File: config.mk
export PLATFORM = sky130hd
export DESIGN_NAME = onehot_decoder
export DESIGN_NICKNAME = d
export VERILOG_FILES = /design/src/rtl/onehot_decoder.sv
export SDC_FILE = /design/constraint.sdc
export NUM_CORES = 1
export LEC_CHECK = 0
export BUFFER_PORTS_ARGS = -buffer_cell sky130_fd_sc_hd__clkbuf_2
export CORE_MARGIN = 1.5
export CORE_UTILIZATION = 55
export CTS_BUF_LIST = sky130_fd_sc_hd__clkbuf_4
export DETAILED_ROUTE_END_ITERATION = 16
export PLACE_DENSITY = 0.84
export SYNTH_ARGS = -nofsm -noshare
export SYNTH_HDL_FRONTEND = slang
export SYNTH_SLANG_ARGS = --single-unit
File: constraint.sdc
create_clock -name clk -period 2.6 [get_ports clk]
set_clock_uncertainty 0.1 [all_clocks]
set_input_delay 0.52 -clock clk [delete_from_list [all_inputs] [get_ports clk]]
set_output_delay 0.52 -clock clk [all_outputs]
set_load 0.005 [all_outputs]
File: src/rtl/onehot_decoder.sv
// Decodes 3-bit priority-encoder codes into one-hot words and buffers them in a FIFO.
// Optional ONEHOT_DECODER_ACCUM_EN adds a sticky OR-mask of every popped word.
module onehot_decoder #(
    parameter int unsigned FIFO_DEPTH = 2
) (
    input  logic       clk,
    input  logic       rst,
    input  logic       in_valid,
    output logic       in_ready,
    input  logic [2:0] in_code,
    input  logic       in_zero,
    output logic       out_valid,
    input  logic       out_ready,
    output logic [7:0] out,
`ifdef ONEHOT_DECODER_ACCUM_EN
    output logic [7:0] mask,
    input  logic       mask_clr,
`endif
    output logic [3:0] level
);

    localparam int unsigned PW = (FIFO_DEPTH > 1) ? $clog2(FIFO_DEPTH) : 1;
    localparam logic [3:0]  DEPTH_L = 4'(FIFO_DEPTH);

    typedef enum logic {S_EMPTY, S_ACTIVE} state_t;

    logic [7:0]    r_mem [FIFO_DEPTH];
    logic [PW-1:0] r_rd_ptr;
    logic [PW-1:0] r_wr_ptr;
    logic [3:0]    r_level;
    logic [7:0]    r_out;
    state_t        r_state;

    logic          w_push;
    logic          w_pop;
    logic [7:0]    w_word;
    logic [PW-1:0] w_rd_nxt;
    logic [3:0]    w_level_nxt;
    logic [7:0]    w_head_nxt;

    assign w_pop    = (r_state == S_ACTIVE) && out_ready;
    assign in_ready = !rst && ((r_level < DEPTH_L) || w_pop);
    assign w_push   = in_valid && in_ready;
    assign w_word   = in_zero ? 8'h00 : (8'b1 << in_code);
    assign w_rd_nxt = w_pop ? r_rd_ptr + PW'(1) : r_rd_ptr;

    always_comb begin
        w_level_nxt = r_level;
        unique case ({w_push, w_pop})
            2'b10:   w_level_nxt = r_level + 4'd1;
            2'b01:   w_level_nxt = r_level - 4'd1;
            default: w_level_nxt = r_level;
        endcase
    end

    // The output register is loaded with the head as it will be after this edge,
    // taking the incoming word when it lands exactly at the new read slot.
    always_comb begin
        w_head_nxt = '0;
        if (w_level_nxt == 4'd0)
            w_head_nxt = '0;
        else if (w_push && (r_wr_ptr == w_rd_nxt))
            w_head_nxt = w_word;
        else
            w_head_nxt = r_mem[w_rd_nxt];
    end

    always_ff @(posedge clk) begin
        if (rst) begin
            r_rd_ptr <= '0;
            r_wr_ptr <= '0;
            r_level  <= '0;
            r_out    <= '0;
            r_state  <= S_EMPTY;
        end else begin
            if (w_push) begin
                r_mem[r_wr_ptr] <= w_word;
                r_wr_ptr        <= r_wr_ptr + PW'(1);
            end
            r_rd_ptr <= w_rd_nxt;
            r_level  <= w_level_nxt;
            r_out    <= w_head_nxt;
            unique case (r_state)
                S_EMPTY:  if (w_push && !w_pop) r_state <= S_ACTIVE;
                S_ACTIVE: if (w_pop && !w_push && (r_level == 4'd1)) r_state <= S_EMPTY;
                default:  r_state <= S_EMPTY;
            endcase
        end
    end

    assign out_valid = (r_state == S_ACTIVE);
    assign out       = r_out;
    assign level     = r_level;

`ifdef ONEHOT_DECODER_ACCUM_EN
    logic [7:0] r_mask;

    always_ff @(posedge clk) begin
        if (rst || mask_clr)
            r_mask <= '0;
        else if (w_pop)
            r_mask <= r_mask | r_out;
    end

    assign mask = r_mask;
`endif

endmodule

Yosys cells after proc, flatten, opt, wreduce, memory -nomap -nowiden
Memory sizes are Yosys's and may differ from the RTL's. A register that Yosys moved wholly into a read port is not among the register bits.
Cells that the tools add are included.
Cells by class
  add/subtract/negate cells: 4
  magnitude comparators: 1
  eq/ne operators: 3
  shifts and indexed selects: 1
  muxes and demuxes: 9
  bitwise operators: 1
  reductions and logical operators: 12
Operators with widths (count)
  $mux 8: 1
  $pmux 4 s2: 1
  $shl 1x3->8 const A: 1
  $logic_and 1x1->1: 6
  $mux 1: 6
  $add 4x1->4 const B: 1
  $eq 4x1->1 const B: 1
  $logic_not 4->1: 1
  $lt 4x2->1 const B: 1
  $sub 4x1->4 const B: 1
  $logic_not 1->1: 3
  $add 1x1->1 const B: 2
  $eq 2x1->1 const B: 1
  $eq 2x2->1 const B: 1
  $pmux 1 s2: 1
  $reduce_or 2->1: 1
  $logic_or 1x1->1: 1
  $not 1->1: 1
Storage, ports and cells
  register bits: 7
  RAM bits: 16
  bits of input ports: 8
  output and inout bits: 14
  logic and storage cells: 36
  memories kept: 1
Memories
  r_mem: words 2, bits a word 8, rd ports 1, clocked after memory_dff 1, wr ports 1, RTL line 27  | logic [7:0] r_mem [FIFO_DEPTH];

Depth between registers and ports, before layout
Gate-level depths: netlist of run 1.
  depth in word-level cells: 9
  depth in mapped cells: 7
  gate-level depth less buffers: 6

Worst setup path before layout of run 1
No wires, ideal clock.
  path kind: input -> register
  start: input port rst
  end: register r_out[0], in the netlist out[0] (read register of r_mem)
  library setup time: 0.142 ns
  arrival time: 1.699 ns
  data required time: 2.358 ns
  setup slack: 0.660 ns
  stages on the path: 6
  buffers on the path: 1
  cell sequence: buf_6 -> nand2b_1 -> a211oi_1 -> mux2i_2 -> a211oi_4 -> a211oi_2
Between the ends
  cells in the longest elaborated chain, start to end: 7
  elaborated cells between the ends (all ways): 8
  classes of those cells: 2 x eq/ne; 1 x mux; 5 x reduce/logical
Ends and longest elaborated chain
  start: declaration: RTL line 7  | input logic rst,
  $logic_not 1->1: RTL line 42  | assign in_ready = !rst && ((r_level < DEPTH_L) || w_pop);
  $logic_and 1x1->1: RTL line 42
  $logic_and 1x1->1: RTL line 43  | assign w_push = in_valid && in_ready;
  $eq 2x1->1 or $eq 2x2->1 (tied branches): RTL line 49  | unique case ({w_push, w_pop})
  $pmux 4 s2: RTL line 49
  $logic_not 4->1: RTL line 60  | if (w_level_nxt == 4'd0)
  $reduce_or 2->1 (no source line) *
  end: declaration: RTL line 31  | logic [7:0] r_out;
Mark *: on every way between the ends. The rest lies on a longest branch, timed or not.
A chain may end at the register's enable or synchronous reset.

Worst setup path after layout of run 1
  start: register r_level[0], in the netlist level[0]
  end: register r_out[5], in the netlist out[5] (read register of r_mem)
Between the ends
  cells in the longest elaborated chain, start to end: 8
  elaborated cells between the ends (all ways): 11
  classes of those cells: 2 x add/sub; 1 x order compare; 2 x eq/ne; 1 x mux; 5 x reduce/logical
Ends and longest elaborated chain
  start: declaration: RTL line 30  | logic [3:0] r_level;
  start signal: assignment: RTL line 81  | r_level <= w_level_nxt;
  $lt 4x2->1: RTL line 42
  $logic_or 1x1->1: RTL line 42
  $logic_and 1x1->1: RTL line 42
  $logic_and 1x1->1: RTL line 43
  $eq 2x1->1 or $eq 2x2->1 (tied branches): RTL line 49
  $pmux 4 s2 *: RTL line 49
  $logic_not 4->1 *: RTL line 60
  $reduce_or 2->1 (no source line) *
Marks and branches as above.

==> metrics.md, run 1 <==
| Metric | Value |
|---|---|
| Status | completed |
| Count of unresolved DRC violations after routing | 0 |
| Critical path endpoint category | flop |
| Total gr overflow | 0 |
| Horiz. Die Dim | 53.7 um |
| Overall routed net length | 2.63 mm |
| Min-delay worst type | input pin to flop |
| Post-route ant nets | 0 |
| Fin crit period | 2.04 ns |
| Post-synth design cell area | 1410 um2 |
| Maximum clock frequency | 0.489 GHz |
| Resized Gates After CTS | 0 |
| Setup slack of the most critical reg-to-reg path | 0.56 ns |
| Design Area, Final | 1630 um2 |
| Maximum number of pins on one net before global-route repair | 17 |
| Initial detailed-routing violation count | 27 |
| Clock latency reported for the late side of the worst-skew pair | 0.31 ns |
| Clock edge transition at the registers on the reported setup and hold paths | 0.09 ns |
| Fill cell count | 202 |
| Crit path required time | 2.72 ns |
| Sequential area share after synthesis | 0.552 |
| Number of pins exceeding their max-slew limit in the final report | 0 |
| Top_reg_cell synth | sky130_fd_sc_hd__edfxtp_1 |
| Die Area | 2880 um2 |
| Top area cells in the synthesized netlist | sky130_fd_sc_hd__edfxtp_1 (34%), sky130_fd_sc_hd__dfxtp_1 (21%), sky130_fd_sc_hd__a211oi_2 (7.1%), sky130_fd_sc_hd__mux2i_1 (6.4%), sky130_fd_sc_hd__nor2_1 (5.3%) |
| Tightest Pin Transition | 0.687 ns |
| TritonCTS clock tree | yes |
| Layout cell share with drive strength beyond 1 | 0.327 |
| Worst path arrival time | 2.17 ns |
| Via count of the first global-routing pass | 974 |
| Power per cell area | 940 nW/um2 |
| Critical Path Slowest Stage Cell | sky130_fd_sc_hd__or4_4 |
| Buffer count from post-CTS setup fixing | 0 |
| Cell Rows | 18 |
| EDFF count, synth | 16 |
| Count of input and output buffers | 21 |
| Normalized max-slew margin | 0.540 |
| Layout overhead on the synthesized area | 15.1% |
| Yosys synthesis warning count | 0 |
| Non-filler instance count after layout | 177 |
| Clock root cell | sky130_fd_sc_hd__clkbuf_4 |
| Average routed wire per standard cell | 14.9 um |
| Dpl cell area | 1570 um2 |
| ANT cells | 0 |
| Top Ports | 22 |
| Fin crit share | 0.786 |
| Largest area contributor in the netlist | sky130_fd_sc_hd__edfxtp_1 |
| Largest fanout of any net on the critical path | 7 |
| Max cap viols | 0 |
| Leak pwr | 0.689 nW |
| Number of buffers added to fix hold violations after cts | 0 |
| Via-per-instance ratio | 5.65 |
| Net count, final | 157 |
| First-pass GRT wire length | 4.26 mm |
| CTS HTree Levels | 2 |
| Share of synthesized registers carrying an async set or reset | 0 |
| Clock sink count | 31 |
| # setup viols final | 0 |
| Chip Height | 53.7 um |
| Dpl hpwl | 1.92 mm |
| Initial Utilization | 0.576 |
| Hold Violations, Final | 0 |
| Core area | 2450 um2 |
| Maximum ir drop on the vdd rail | 0.643 mV |
| Number of buffers between clock root and the deepest sink | 2 |
| Type of the worst setup path | flop to flop |
| Synthesized flop and latch total | 31 |
| Gate Count Post-Synth | 116 |
| Share of the synthesized area in the top cell type | 0.340 |
| Syn_nets | 127 |
| Global routing usage summed across all routing layers | 0.210 |
| Critical path launch point type | flop |
| Post-placement cell count | 169 |
| Setup repair after global routing missed its margin | false |
| Vias | 1,000 |
| Average cell area after synthesis | 12.2 um2 |
| CP cell instances | or3_1 > or4_4 > a21oi_2 > a211oi_4 > buf_4 > a211oi_2 |
| Setup TNS after final layout | 0 ns |
| Number of unique standard cell types used by synthesis | 35 |
| Antenna violations before repair | 0 |
| Placer congestion estimate | 0.840 |
| Router iterations before antenna repair | 4 |
| Clock buffers created by TritonCTS | 5 |
| Crit-path max cell delay | 0.43 ns |
==> worst max-delay path: cells and delay by family (launching register included) <==
| family | cells | cell delay [ns] |
|---|---|---|
| flops | 1 | 0.38 |
| compound gates | 3 | 0.47 |
| buf+inv | 1 | 0.18 |
| simple gates | 2 | 0.84 |
==> per-layer routing <==
metal  vias up  part of all wire  GRT usage
met2        31              0.55      0.372
met5         -                 0          0
li1        488                 -          -
met1       477              0.39      0.225
met3         4             0.044     0.0639
met4         0             0.016     0.0983
==> cell usage after synthesis, drive strengths merged, types with 3 or more instances <==
cell type,instances
edfxtp,16
buf,3
nand2b,4
a211oi,10
a21oi,3
xnor2,3
mux2i,10
ha,3
nand2,5
nor3,5
dfxtp,15
nor2,20
inv,4
==> where the power goes <==
| group | internal, W | leakage [nW] | switching, W |
|---|---|---|---|
| Clock | 0.000126 | 0.0361 | 0.000147 |
| Combinational | 0.000272 | 0.379 | 0.000306 |
| Sequential | 0.000621 | 0.274 | 0.0000581 |
| Total | 0.00102 | 0.689 | 0.000511 |
==> cells by family after synthesis <==
kind of cell,after synthesis,synth area share
AO/OA/AOI/OAI,19,0.141
XOR/XNOR,4,0.0398
multiplexers,10,0.0735
AND/OR/NAND/NOR,42,0.140
flip-flops,31,0.552
buffers and inverters,7,0.0274
adder cells (fa/ha/maj),3,0.0266
==> layout make-up <==
class                   instances  area, um2  area share
multi-input cells              78        594       0.365
well taps                      30       37.5      0.0231
inverters                       4       15.0     0.00922
clock buffers                   7       52.6      0.0323
repair buffers                 26        143      0.0876
clock inverters                 1       5.00     0.00307
flip-flops and latches         31        781       0.480
==> registers in the layout, summed over array words and instances, names as in the netlist <==
| register | count |
|---|---|
| level | 4 |
| out | 8 |
| out_valid | 1 |
| r_mem | 16 |
| r_rd_ptr | 1 |
| r_wr_ptr | 1 |
==> path summary, 6_finish.rpt <==
kind / from / cells after the start / endpoint
worst max-delay path: level[0]$_SDFF_PP0_ / 6 / out[5]$_SDFF_PP0_
worst min-delay path: rst / 2 / r_rd_ptr$_SDFF_PP0_
worst max register to register: level[0]$_SDFF_PP0_ / 6 / out[5]$_SDFF_PP0_
worst min register to register: out_valid$_SDFF_PP0_ / 2 / out_valid$_SDFF_PP0_
==> metrics by stage <==
step	util	total power (W)	hold WS (ns)	setup slack, ns
after global placement	0.640	0.00125	0.394	0.483
after floorplan	-	0.00108	0.394	0.660
final	0.663	0.00153	0.407	0.557
after detailed placement	0.640	0.00127	0.403	0.430
after global routing	0.663	0.00164	0.423	0.486
after CTS	0.663	0.00154	0.392	0.554
==> layout by cell type, fill, tap and decap left out, types with 2 or more instances in the layout <==
cell type	count
sky130_fd_sc_hd__clkbuf_4	7
sky130_fd_sc_hd__nand2b_1	4
sky130_fd_sc_hd__nor2_1	20
sky130_fd_sc_hd__xnor2_1	2
sky130_fd_sc_hd__a21oi_2	2
sky130_fd_sc_hd__nor3_1	5
sky130_fd_sc_hd__buf_4	5
sky130_fd_sc_hd__edfxtp_1	16
sky130_fd_sc_hd__clkbuf_2	21
sky130_fd_sc_hd__ha_1	3
sky130_fd_sc_hd__a211oi_2	8
sky130_fd_sc_hd__dfxtp_1	15
sky130_fd_sc_hd__inv_1	4
sky130_fd_sc_hd__mux2i_1	9
sky130_fd_sc_hd__nand2_1	5
Power figures use the tool's default switching activity.
==> inputs of run 2 (changes only) <==
--- a/config.mk
+++ b/config.mk
@@ -5,6 +5,7 @@
 export SDC_FILE = /design/constraint.sdc
 export NUM_CORES = 1
 export LEC_CHECK = 0
+export ABC_AREA = 1
 export BUFFER_PORTS_ARGS = -buffer_cell sky130_fd_sc_hd__clkbuf_2
 export CORE_MARGIN = 1.5
 export CORE_UTILIZATION = 55
==> constraint.sdc (replaced) <==
create_clock -name clk -period 1.9 [get_ports clk]
set_clock_uncertainty 0.1 [all_clocks]
set_input_delay 0.38 -clock clk [delete_from_list [all_inputs] [get_ports clk]]
set_output_delay 0.38 -clock clk [all_outputs]
set_load 0.005 [all_outputs]
==> run 2 against run 1 <==
Effect of this change:
- cell count is 30% higher
- non-clock buffer count is 1 higher
- synthesized cell count is 44% higher
- flip-flop and latch count stayed put
- highest routed layer unchanged
==> metrics.md, run 2 <==
| Metric | Value |
|---|---|
| First-pass GRT wire length | 4.80 mm (+13%) |
| Tightest Pin Transition | 0.239 ns (-0.448 ns) |
| Sequential share of power | 0.444 (about the same) |
| Critical path endpoint category | primary output |
| Antenna violations before repair | 0 (unchanged) |
| Initial Utilization | 0.582 (+0.00638) |
| Non-filler instance count after layout | 230 (+30%) |
| Type of the worst setup path | flop to primary output |
| Largest family of logic cells by synthesized area | simple AND/OR/NAND/NOR gates |
| Top Ports | 22 (unchanged) |
| Number of unique standard cell types used by synthesis | 22 (-37%) |
| Clock buffers created by TritonCTS | 5 (unchanged) |
| Hold Violations, Final | 0 (unchanged) |
| Clock latency reported for the late side of the worst-skew pair | 0.32 ns (about the same) |
| Share of the synthesized area in the top cell type | 0.333 (-0.00678) |
| Horiz. Die Dim | 54.2 um (+0.96%) |
| Overall routed net length | 3.04 mm (+16%) |
| Total gr overflow | 0 (unchanged) |
| Gate power share | 0.375 (-0.003) |
| CP Buf/Inv Count | 2 (+1) |
| Die Area | 2940 um2 (+1.9%) |
| Average cell area after synthesis | 8.64 um2 (-29%) |
| Min-delay worst type | input pin to flop |
| Crit-path max cell delay | 0.46 ns (+0.03 ns) |
| Average routed wire per standard cell | 13.2 um (-11%) |
| Top area cells in the synthesized netlist | sky130_fd_sc_hd__edfxtp_1 (33%), sky130_fd_sc_hd__dfxtp_1 (21%), sky130_fd_sc_hd__nor2_1 (8.1%), sky130_fd_sc_hd__inv_1 (6.8%), sky130_fd_sc_hd__nand2_1 (6.2%) |
| Clock edge transition at the registers on the reported setup and hold paths | 0.09 ns (about the same) |
| Maximum ir drop on the vdd rail | 0.830 mV (+29%) |
| Top_reg_cell synth | sky130_fd_sc_hd__edfxtp_1 |
| Share of total power in the clock network | 0.182 (+0.004) |
| Flip-flop count of the largest register after layout | 16 (unchanged) |
| Chip Height | 54.2 um (+0.96%) |
| Met3 Routed Length | 138 um (+19%) |
| Gate Count Post-Synth | 167 (+44%) |
| Number of pins exceeding their max-slew limit in the final report | 0 (unchanged) |
| Highest-count cells in the layout ignoring fill and taps | sky130_fd_sc_hd__nor2_1 (31), sky130_fd_sc_hd__inv_1 (26), sky130_fd_sc_hd__nand2_1 (24) |
| Largest area contributor in the netlist | sky130_fd_sc_hd__edfxtp_1 |
| Placer congestion estimate | 0.858 (+2.1%) |
| Number of buffers between clock root and the deepest sink | 2 (unchanged) |
| Most common library cell in the layout ignoring fill and taps | sky130_fd_sc_hd__nor2_1 |
| Sequential area share after synthesis | 0.541 (-0.0110) |
| Count of input and output buffers | 21 (unchanged) |
| Fin crit share | 0.951 |
| Count of unresolved DRC violations after routing | 0 (unchanged) |
| Terminating pin of the worst hold path | out_valid$_SDFF_PP0_ |
| Most frequent cells after synthesis | sky130_fd_sc_hd__nor2_1 (31), sky130_fd_sc_hd__inv_1 (26), sky130_fd_sc_hd__nand2_1 (24) |
| Synthesized flop and latch total | 31 (unchanged) |
| Maximum number of pins on one net before global-route repair | 18 (+1) |
| Global routing usage summed across all routing layers | 0.244 (+0.0346) |
| Xor/xnor share of the synthesized area | 0.0312 (-0.00860) |
| Post-Synth Simple-Gate Area | 0.229 (+0.0891) |
| Largest fanout of any net on the critical path | 7 (unchanged) |
| Post-placement cell count | 221 (+31%) |
| Normalized max-slew margin | 0.840 (+0.301) |
| Router iterations before antenna repair | 4 (unchanged) |
| Crit path required time | 1.42 ns (-1.30 ns) |
| CP cell instances | inv_2 > nand2_2 > nor2_2 > nor2_1 > nor2_4 > clkbuf_2 |
| Vias | 1,191 (+19%) |
| Share of synthesized registers carrying an async set or reset | 0 (unchanged) |
| DRT met1 WL | 1.15 mm (+12%) |
| Fraction of synthesized area in multiplexers | 0 (-0.0735) |
| Leak pwr | 0.810 nW (+18%) |
| Yosys synthesis warning count | 0 (unchanged) |
| Worst setup slack after layout | 0.0930 ns (-0.464 ns) |
| Via count of the first global-routing pass | 1,080 (+11%) |
| Net count, final | 210 (+34%) |
| Setup slack of the most critical reg-to-reg path | 0.12 ns (-0.44 ns) |
| Minimum setup slack after placement | 0.0472 ns (-0.383 ns) |
| Synthesized-area fraction occupied by ao, oa, aoi and oai cells | 0.0885 (-0.0522) |
| Critical Path Slowest Stage Cell | sky130_fd_sc_hd__dfxtp_1 |
| ANT cells | 0 (unchanged) |
| EDFF count, synth | 16 (unchanged) |
| Total length of routed met2 wires | 1.70 mm (+18%) |
| Max cap viols | 0 (unchanged) |
| Adder and majority cell fraction of the synthesized area | 0.0260 (-0.000530) |
| Switching share of total power | 0.365 (+0.0310) |
| Post-synth design cell area | 1440 um2 (+2.0%) |
| Highest metal used | met4 |
| Via-per-instance ratio | 5.18 (-8.3%) |
| FF-to-FF path depth | 9 (+3) |
| Most frequent cell after synthesis | sky130_fd_sc_hd__nor2_1 |
| Number of buffers added to fix hold violations after cts | 0 (unchanged) |
| Cell Int Power | 0.00128 W (+25%) |
| Fill cell count | 211 (+4.5%) |
| Worst hold slack across all endpoints | 0.281 ns (-0.126 ns) |
| Core area | 2480 um2 (+0.92%) |
| Layout cell share with drive strength beyond 1 | 0.250 (-0.0765) |
| Clock sink count | 31 (unchanged) |
| Worst path arrival time | 1.33 ns (-0.84 ns) |
| Post-route ant nets | 0 (unchanged) |
| CTS HTree Levels | 2 (unchanged) |
| R2r startpoint | level[0]$_SDFF_PP0_ |
| Worst Hold Path Cells | 4 (+2) |
| Final core utilization | 0.680 (+0.0172) |
| Setup TNS after final layout | 0 ns (unchanged) |
| Layout overhead on the synthesized area | 16.8% |
| Cell Rows | 18 (unchanged) |
| Fin crit period | 1.81 ns |
| Net switching power of the design | 0.000734 W (+44%) |
| TritonCTS clock tree | yes |
| Clock root cell | sky130_fd_sc_hd__clkbuf_4 |
| Syn_nets | 178 (+40%) |
| Origin of the worst min-delay path | out_ready |
| # setup viols final | 0 (unchanged) |
| Maximum clock frequency | 0.553 GHz |
| Dpl hpwl | 2.25 mm (+17%) |
| Power per cell area | 1190 nW/um2 (+27%) |
| Critical path launch point type | flop |
| Setup repair after global routing missed its margin | false |
| Dominant delay contributor by cell family on the critical path | flip-flops |
| Initial detailed-routing violation count | 20 (-26%) |
| Endpoint of the worst register-to-register path | out[5]$_SDFF_PP0_ |
| Most flop-heavy register | r_mem |
| Status | completed |
run 2: cell types whose count changed in the layout (fill, tap and decap cells not counted), moves of 5 or more:
| cell | previous run | this run |
|---|---|---|
| sky130_fd_sc_hd__nor2_1 | 20 | 31 |
| sky130_fd_sc_hd__inv_1 | 4 | 26 |
| sky130_fd_sc_hd__nand2_1 | 5 | 24 |
| sky130_fd_sc_hd__nand3_1 | 1 | 10 |
| sky130_fd_sc_hd__o21ai_0 | 0 | 9 |
| sky130_fd_sc_hd__a211oi_2 | 8 | 0 |
| sky130_fd_sc_hd__mux2i_1 | 9 | 0 |
| sky130_fd_sc_hd__nor3_1 | 5 | 0 |
| sky130_fd_sc_hd__a21oi_1 | 1 | 12 |
run 2: worst register-to-register path, stage by stage, from the launching register on:
cell and delay (ns):
sky130_fd_sc_hd__dfxtp_4 0.38, sky130_fd_sc_hd__inv_1 0.07, sky130_fd_sc_hd__ha_1 0.31, sky130_fd_sc_hd__or2_2 0.30, sky130_fd_sc_hd__nand2_1 0.09, sky130_fd_sc_hd__nand2_1 0.05
sky130_fd_sc_hd__nor2_1 0.09, sky130_fd_sc_hd__nand2_1 0.09, sky130_fd_sc_hd__nand2_2 0.13, sky130_fd_sc_hd__nor2_1 0.06
run 2: layout make-up:
class / count / area (um2) / share of cell area
Tap cell: 30 / 37.5 / 0.0223
Inverter: 28 / 105 / 0.0624
Clock buffer: 6 / 45.0 / 0.0267
Timing Repair Buffer: 27 / 163 / 0.0965
Clock inverter: 2 / 8.76 / 0.00520
Sequential cell: 31 / 786 / 0.466
Multi-Input combinational cell: 106 / 541 / 0.321
run 2: cell families (layout without fill, tap and decap cells):
kind of cell	after synthesis	count (layout)
fa+ha+maj	3	3
xor+xnor	3	3
buf+inv	30	63
flops	31	31
simple gates	76	76
compound gates	24	24
run 2: worst max-delay path by stage:
stage / from / cells past startpoint / to / slack [ns]
after floorplan: level[0]$_SDFF_PP0_ / 9 / out[0]$_SDFF_PP0_ / 0.21
after global placement: rst / 9 / out[4]$_SDFF_PP0_ / 0.17
after detailed placement: level[0]$_SDFF_PP0_ / 9 / out[4]$_SDFF_PP0_ / 0.05
after CTS: level[0]$_SDFF_PP0_ / 9 / out[4]$_SDFF_PP0_ / 0.06
after global routing: level[1]$_SDFF_PP0_ / 11 / out[4]$_SDFF_PP0_ / 0.004
final: level[2]$_SDFF_PP0_ / 6 / in_ready / 0.09
run 2: power groups by stage:
stage | clock network (W) | logic [W] | registers [W]
final | 0.000366 | 0.000754 | 0.000892
after global routing | 0.000408 | 0.000848 | 0.000906
after CTS | 0.000373 | 0.000742 | 0.000888
after detailed placement | 0 | 0.000734 | 0.000904
after global placement | 0 | 0.000697 | 0.000896
after floorplan | 0 | 0.000481 | 0.000899
run 2: timing repair:
action	4_1_cts	5_1_grt
setup buffers	0	1
resized for setup	0	3
setup endpoints to repair	0	8
run 2: stage by stage:
step                total power [W]  instance area [um2]
floorplan                   0.00138                 1440
global placement            0.00159                 1620
detailed placement          0.00164                 1620
CTS                         0.00200                 1670
global route                0.00216                 1690
finish                      0.00201                 1690
run 2: routing by layer:
| metal | vias up | global-route usage |
|---|---|---|
| met1 | 556 | 0.263 |
| li1 | 594 | - |
| met5 | - | 0 |
| met4 | 0 | 0.117 |
| met2 | 35 | 0.434 |
| met3 | 6 | 0.0738 |
